===== config.mk =====
export PLATFORM = sky130hd
export DESIGN_NAME = elevator_car_ctrl
export DESIGN_NICKNAME = d
export VERILOG_FILES = /design/src/rtl/elevator_pkg.sv /design/src/rtl/elevator_tick_timer.sv /design/src/rtl/elevator_car_ctrl.sv
export SDC_FILE = /design/constraint.sdc
export NUM_CORES = 1
export LEC_CHECK = 0
export CAP_MARGIN = 40
export CORE_ASPECT_RATIO = 0.8
export CORE_MARGIN = 2
export CORE_UTILIZATION = 59
export CTS_BUF_LIST = sky130_fd_sc_hd__clkbuf_8
export CTS_CLUSTER_SIZE = 10
export DETAILED_ROUTE_END_ITERATION = 12
export PLACE_DENSITY = 0.87
export SLEW_MARGIN = 20
export SYNTH_ARGS = -nofsm -noshare
export SYNTH_HDL_FRONTEND = slang
export SYNTH_HIERARCHICAL = 1
export SYNTH_SLANG_ARGS = --single-unit

===== constraint.sdc =====
create_clock -name clk -period 4.36 [get_ports clk]
set_clock_uncertainty 0.1 [all_clocks]
set_input_delay 0.872 -clock clk [delete_from_list [all_inputs] [get_ports clk]]
set_output_delay 0.872 -clock clk [all_outputs]
set_load 0.02 [all_outputs]

===== src/rtl/elevator_pkg.sv =====
// Shared types and helpers for the elevator car controller.
// Floor vectors are widened to MAX_FLOORS so one helper fits any car size.
package elevator_pkg;

  typedef enum logic [1:0] {
    IDLE,
    MOVE_UP,
    MOVE_DOWN,
    DOOR
  } car_state_t;

  localparam int MAX_FLOORS = 10;
  localparam int TMR_W      = 8;

  typedef logic [MAX_FLOORS-1:0] floor_vec_t;

  function automatic logic any_above(
    input floor_vec_t p,
    input logic [3:0] f
  );
    logic r;
    r = 1'b0;
    for (int i = 0; i < MAX_FLOORS; i++) begin
      if (i > int'(f) && p[i]) r = 1'b1;
    end
    return r;
  endfunction

  function automatic logic any_below(
    input floor_vec_t p,
    input logic [3:0] f
  );
    logic r;
    r = 1'b0;
    for (int i = 0; i < MAX_FLOORS; i++) begin
      if (i < int'(f) && p[i]) r = 1'b1;
    end
    return r;
  endfunction

endpackage


===== src/rtl/elevator_tick_timer.sv =====
// Loadable tick down-counter shared by the travel and door phases.
// done pulses on the tick that takes the count from 1 to 0.
module elevator_tick_timer
  import elevator_pkg::*;
(
  input  logic             clk,
  input  logic             reset_n,
  input  logic             load,
  input  logic [TMR_W-1:0] load_val,
  input  logic             tick,
  output logic             done
);

  logic [TMR_W-1:0] r_cnt;

  always_ff @(posedge clk or negedge reset_n) begin
    if (!reset_n) begin
      r_cnt <= '0;
    end else if (load) begin
      r_cnt <= load_val;
    end else if (tick && r_cnt != '0) begin
      r_cnt <= r_cnt - 1'b1;
    end
  end

  assign done = tick && (r_cnt == TMR_W'(1));

endmodule


===== src/rtl/elevator_car_ctrl.sv =====
// Elevator car controller: latches calls, steps the car one floor
// at a time, holds the door at served floors, shows floor as BCD.
module elevator_car_ctrl
  import elevator_pkg::*;
#(
  parameter int NUM_FLOORS   = 6,
  parameter int TRAVEL_TICKS = 4,
  parameter int DOOR_TICKS   = 3
) (
  input  logic                  clk,
  input  logic                  reset_n,
  input  logic                  tick,
  input  logic [NUM_FLOORS-1:0] call_req,
  output logic [3:0]            floor_bcd,
  output logic [NUM_FLOORS-1:0] pending,
  output logic                  door_open,
  output logic                  moving_up,
  output logic                  moving_down
);

  localparam logic [3:0] TOP_FLOOR = 4'(NUM_FLOORS - 1);
  localparam logic [TMR_W-1:0] TRAVEL_LD = TMR_W'(TRAVEL_TICKS);
  localparam logic [TMR_W-1:0] DOOR_LD   = TMR_W'(DOOR_TICKS);

  car_state_t r_state;
  car_state_t w_state_nx;
  car_state_t w_dec_state;

  logic [3:0] r_floor;
  logic [3:0] w_floor_nx;
  logic [3:0] w_step_floor;
  logic [3:0] w_serve_floor;

  logic r_dir_up;
  logic w_dir_nx;
  logic w_dec_dir;

  logic [NUM_FLOORS-1:0] r_pending;
  logic [NUM_FLOORS-1:0] w_served;
  floor_vec_t            w_pend_ext;
  floor_vec_t            w_call_ext;

  logic             w_above;
  logic             w_below;
  logic             w_decide;
  logic             w_serve;
  logic             w_load;
  logic             w_done;
  logic [TMR_W-1:0] w_load_val;

  elevator_tick_timer u_timer (
    .clk      (clk),
    .reset_n  (reset_n),
    .load     (w_load),
    .load_val (w_load_val),
    .tick     (tick),
    .done     (w_done)
  );

  always_comb begin
    w_pend_ext = '0;
    w_pend_ext[NUM_FLOORS-1:0] = r_pending;
    w_call_ext = '0;
    w_call_ext[NUM_FLOORS-1:0] = call_req;
  end

  assign w_above = any_above(w_pend_ext, r_floor);
  assign w_below = any_below(w_pend_ext, r_floor);

  assign w_step_floor = (r_state == MOVE_UP) ?
                        r_floor + 4'd1 :
                        r_floor - 4'd1;

  // Prefer the current heading; reverse only when nothing lies ahead.
  always_comb begin
    w_dec_state = IDLE;
    w_dec_dir   = r_dir_up;
    if (w_pend_ext[r_floor]) begin
      w_dec_state = DOOR;
    end else if (r_dir_up && w_above) begin
      w_dec_state = MOVE_UP;
    end else if (!r_dir_up && w_below) begin
      w_dec_state = MOVE_DOWN;
    end else if (w_below) begin
      w_dec_state = MOVE_DOWN;
      w_dec_dir   = 1'b0;
    end else if (w_above) begin
      w_dec_state = MOVE_UP;
      w_dec_dir   = 1'b1;
    end
  end

  always_comb begin
    w_state_nx    = r_state;
    w_floor_nx    = r_floor;
    w_dir_nx      = r_dir_up;
    w_decide      = 1'b0;
    w_serve       = 1'b0;
    w_serve_floor = r_floor;
    w_load        = 1'b0;
    w_load_val    = TRAVEL_LD;

    unique case (r_state)
      IDLE: begin
        w_decide = 1'b1;
      end
      MOVE_UP, MOVE_DOWN: begin
        if (w_done) begin
          if ((r_state == MOVE_UP && r_floor == TOP_FLOOR) ||
              (r_state == MOVE_DOWN && r_floor == 4'd0)) begin
            w_state_nx = IDLE;
          end else begin
            w_floor_nx = w_step_floor;
            w_load     = 1'b1;
            if (w_pend_ext[w_step_floor]) begin
              w_state_nx    = DOOR;
              w_load_val    = DOOR_LD;
              w_serve       = 1'b1;
              w_serve_floor = w_step_floor;
            end
          end
        end
      end
      DOOR: begin
        // Calls at an open door only restart it; they never latch.
        w_serve = 1'b1;
        if (w_call_ext[r_floor]) begin
          w_load     = 1'b1;
          w_load_val = DOOR_LD;
        end else if (w_done) begin
          w_decide = 1'b1;
        end
      end
      default: begin
        w_state_nx = IDLE;
      end
    endcase

    if (w_decide) begin
      w_state_nx = w_dec_state;
      w_dir_nx   = w_dec_dir;
      unique case (w_dec_state)
        DOOR: begin
          w_load     = 1'b1;
          w_load_val = DOOR_LD;
          w_serve    = 1'b1;
        end
        MOVE_UP, MOVE_DOWN: begin
          w_load     = 1'b1;
          w_load_val = TRAVEL_LD;
        end
        default: begin
          w_load = 1'b0;
        end
      endcase
    end
  end

  assign w_served = w_serve ?
                    (NUM_FLOORS'(1) << w_serve_floor) :
                    '0;

  always_ff @(posedge clk or negedge reset_n) begin
    if (!reset_n) begin
      r_state   <= IDLE;
      r_floor   <= 4'd0;
      r_dir_up  <= 1'b1;
      r_pending <= '0;
    end else begin
      r_state   <= w_state_nx;
      r_floor   <= w_floor_nx;
      r_dir_up  <= w_dir_nx;
      r_pending <= (r_pending | call_req) & ~w_served;
    end
  end

  assign floor_bcd   = r_floor;
  assign pending     = r_pending;
  assign door_open   = (r_state == DOOR);
  assign moving_up   = (r_state == MOVE_UP);
  assign moving_down = (r_state == MOVE_DOWN);

endmodule

==> impl_metrics.tcl <==
set metrics [dict create \
    fmax_ghz 0.297 \
    h-tree-depth 1 \
    cp.required_ns 4.45 \
    layout.cells.non_filler 291 \
    synth_warnings 6 \
    place_area_um2 2190 \
    synth-edff-count 0 \
    worst_slack_ns 0.998 \
    slew_viol_final 0 \
    drt_iter0_markers 157 \
    syn-mean-instance-area_um2 8.65 \
    stdcell_area_um2 2230 \
    cp_max_fo 13 \
    cts_setup_buffers 0 \
    rsz0062_at_grt "false" \
    outcome "completed" \
    die-area_um2 3820 \
    cts-resized-gates 0 \
    ctsHoldBuffers 0 \
    cp_data_arrival_time_ns 3.45 \
    clkSinkCount 21 \
    timing.rr.start "floor_bcd[0]$_DFFE_PN0P_" \
    regArea_um2 527 \
    placed_cells 287 \
    setup_viol 0 \
    cts_buffer_depth 2 \
    insertion_delay_ns 0.26 \
    n_fill_cell 256 \
    maxCapViolCount 0 \
    cp-startpoint "tick" \
    min-delay-path-class "reg -> reg" \
    track_usage_pct 28.6 \
    cp-end-kind "flop" \
    pin_count 22 \
    numPortBuffers 21 \
    hold_slack_ns 0.422 \
    grt-ovfl-total 0 \
    p_leak_nw 0.901 \
    gp_congestion 0.913 \
    drt-total-wl_mm 4.90 \
    post-route-drc-count 0 \
    grt_max_degree 18 \
    diodes 0 \
    clk_pin_slew_ns 0.08 \
    powerDensity_nw_per_um2 380 \
    flow.area_growth_from_synthesis_pct 13.3 \
    wl_per_cell_um 16.8 \
    synth-async-reset-ratio_pct 100 \
    core_um2 3130 \
    hold_viol_final 0 \
    worstMarginPinSlew_ns 0.604 \
    synth.top_cells.by_area "dfrtp_1 25%, ha_1 8.9%, nor2_1 4.6%, buf_6 4.0%, mux2i_1 3.6%" \
    grt_pass1_wl_mm 8.33 \
    row_count 18 \
    vias 1848 \
    finalCoreUtilization_pct 71.4 \
    min_from "r_dir_up$_DFFE_PN1P_" \
    synth_seq_cells 21 \
    antenna_found_initial 0 \
    antenna_left 0 \
    setup_total_negative_slack_ns 0 \
    synth.cell_area_um2 1970 \
    grt_pass1_vias 1668 \
    initial_core_util_pct 63.0 \
    irDropWorstVdd_mv 0.319 \
    synth_top_area_cell "dfrtp_1" \
    synth_top_area_share_pct 25.4 \
    die_w_um 68.6 \
    power_mw 0.848 \
    ys.flop_type "dfrtp_1" \
    fin_crit_ns 3.36 \
    hpwlAfterDp_mm 3.71 \
    vias_per_cell 6.35 \
    finalCritPeriodShare_pct 77.1 \
    cts_buffers 3 \
    preCtsSetupSlack_ns 0.813 \
    dieHeight_um 55.7 \
    synth.most_common_cell "nor2_1" \
    drive_gt1_share_pct 10.4 \
    synth_common_cells "24 x nor2_1, 20 x dfrtp_1, 17 x inv_1, 14 x ha_1, 13 x nand2_1" \
    syn_inst 228 \
    finalNetCount 275 \
    crit_type "in -> reg" \
    setup.worst_path.start_class "input port" \
    ys_types 59 \
    firstDrtPassIters 4 \
    multi_input_area_um2 1300 \
    max_slew_margin_pct 59.4 \
    cts_tree "built" \
    yosysSeqAreaShare_pct 26.7 \
    root_buffer "clkbuf_8" \
]
[report_power, final]
part	leakage (nW)	total, mW	internal (mW)	switching [mW]
logic	0.638	0.414	0.176	0.239
clock network	0.0269	0.123	0.0626	0.0606
registers	0.236	0.311	0.238	0.0723
total	0.901	0.848	0.477	0.372
[metal layers]
metal	GRT usage [%]	wire [µm]	part of all wire (%)
met4	3.71	19	0.39
met3	5.87	395	8.1
met5	0	0	0
met2	37.6	2070	42
met1	48.0	2410	49
[worst paths after layout]
check / end / slack (ns) / cells past startpoint
max in group asynchronous: r_dir_up$_DFFE_PN1P_ / 2.91 / 2
worst max register to register: pending[4]$_DFF_PN0_ / 1.12 / 14
worst min register to register: r_dir_up$_DFFE_PN1P_ / 0.42 / 1
worst min-delay path: r_dir_up$_DFFE_PN1P_ / 0.42 / 1
min in group asynchronous: pending[4]$_DFF_PN0_ / 0.77 / 1
worst max-delay path: pending[4]$_DFF_PN0_ / 1.0 / 6
[critical path: stages]
cell	delay (ns)
clkdlybuf4s50_1	0.66
and4_1	0.34
nand3_1	0.39
or3_1	0.67
mux2_4	0.40
a21oi_2	0.12
[cell families after synthesis]
kind of cell | after synthesis | share of synthesized area [%]
simple gates | 80 | 21.3
compound gates | 64 | 23.5
buf+inv | 28 | 8.25
flops | 21 | 26.7
fa+ha+maj | 14 | 8.88
mux | 14 | 8.50
xor+xnor | 6 | 2.66
other cells | 1 | 0.190
[final cells by class]
class | instances | area share, %
Clock buffer | 3 | 1.85
Inverter | 18 | 3.02
Timing Repair Buffer | 25 | 11.1
Multi-Input combinational cell | 183 | 58.1
Sequential cell | 21 | 23.6
Clock inverter | 1 | 0.168
Tap cell | 40 | 2.24
[cell usage in the layout, fill, tap and decap left out, types with 4 or more instances in the layout]
master,synthesis,layout
o211ai_1,8,8
a21oi_1,11,11
a31oi_1,4,4
mux2i_1,7,7
nand2_1,13,13
mux2_2,5,5
nor3_1,9,9
nand3_1,8,8
nor2_1,24,24
conb_1,1,5
inv_1,17,18
xnor2_1,4,4
dfrtp_1,20,20
or3_1,5,5
ha_1,14,14
clkdlybuf4s50_1,0,21
nor3b_1,4,4
o21ai_0,10,10
[registers in the layout (all words and copies together) (netlist names)]
register,cells
u_timer/r_cnt,8
pending,6
floor_bcd,4
r_state,2
r_dir_up,1
Power figures use the tool's default switching activity.
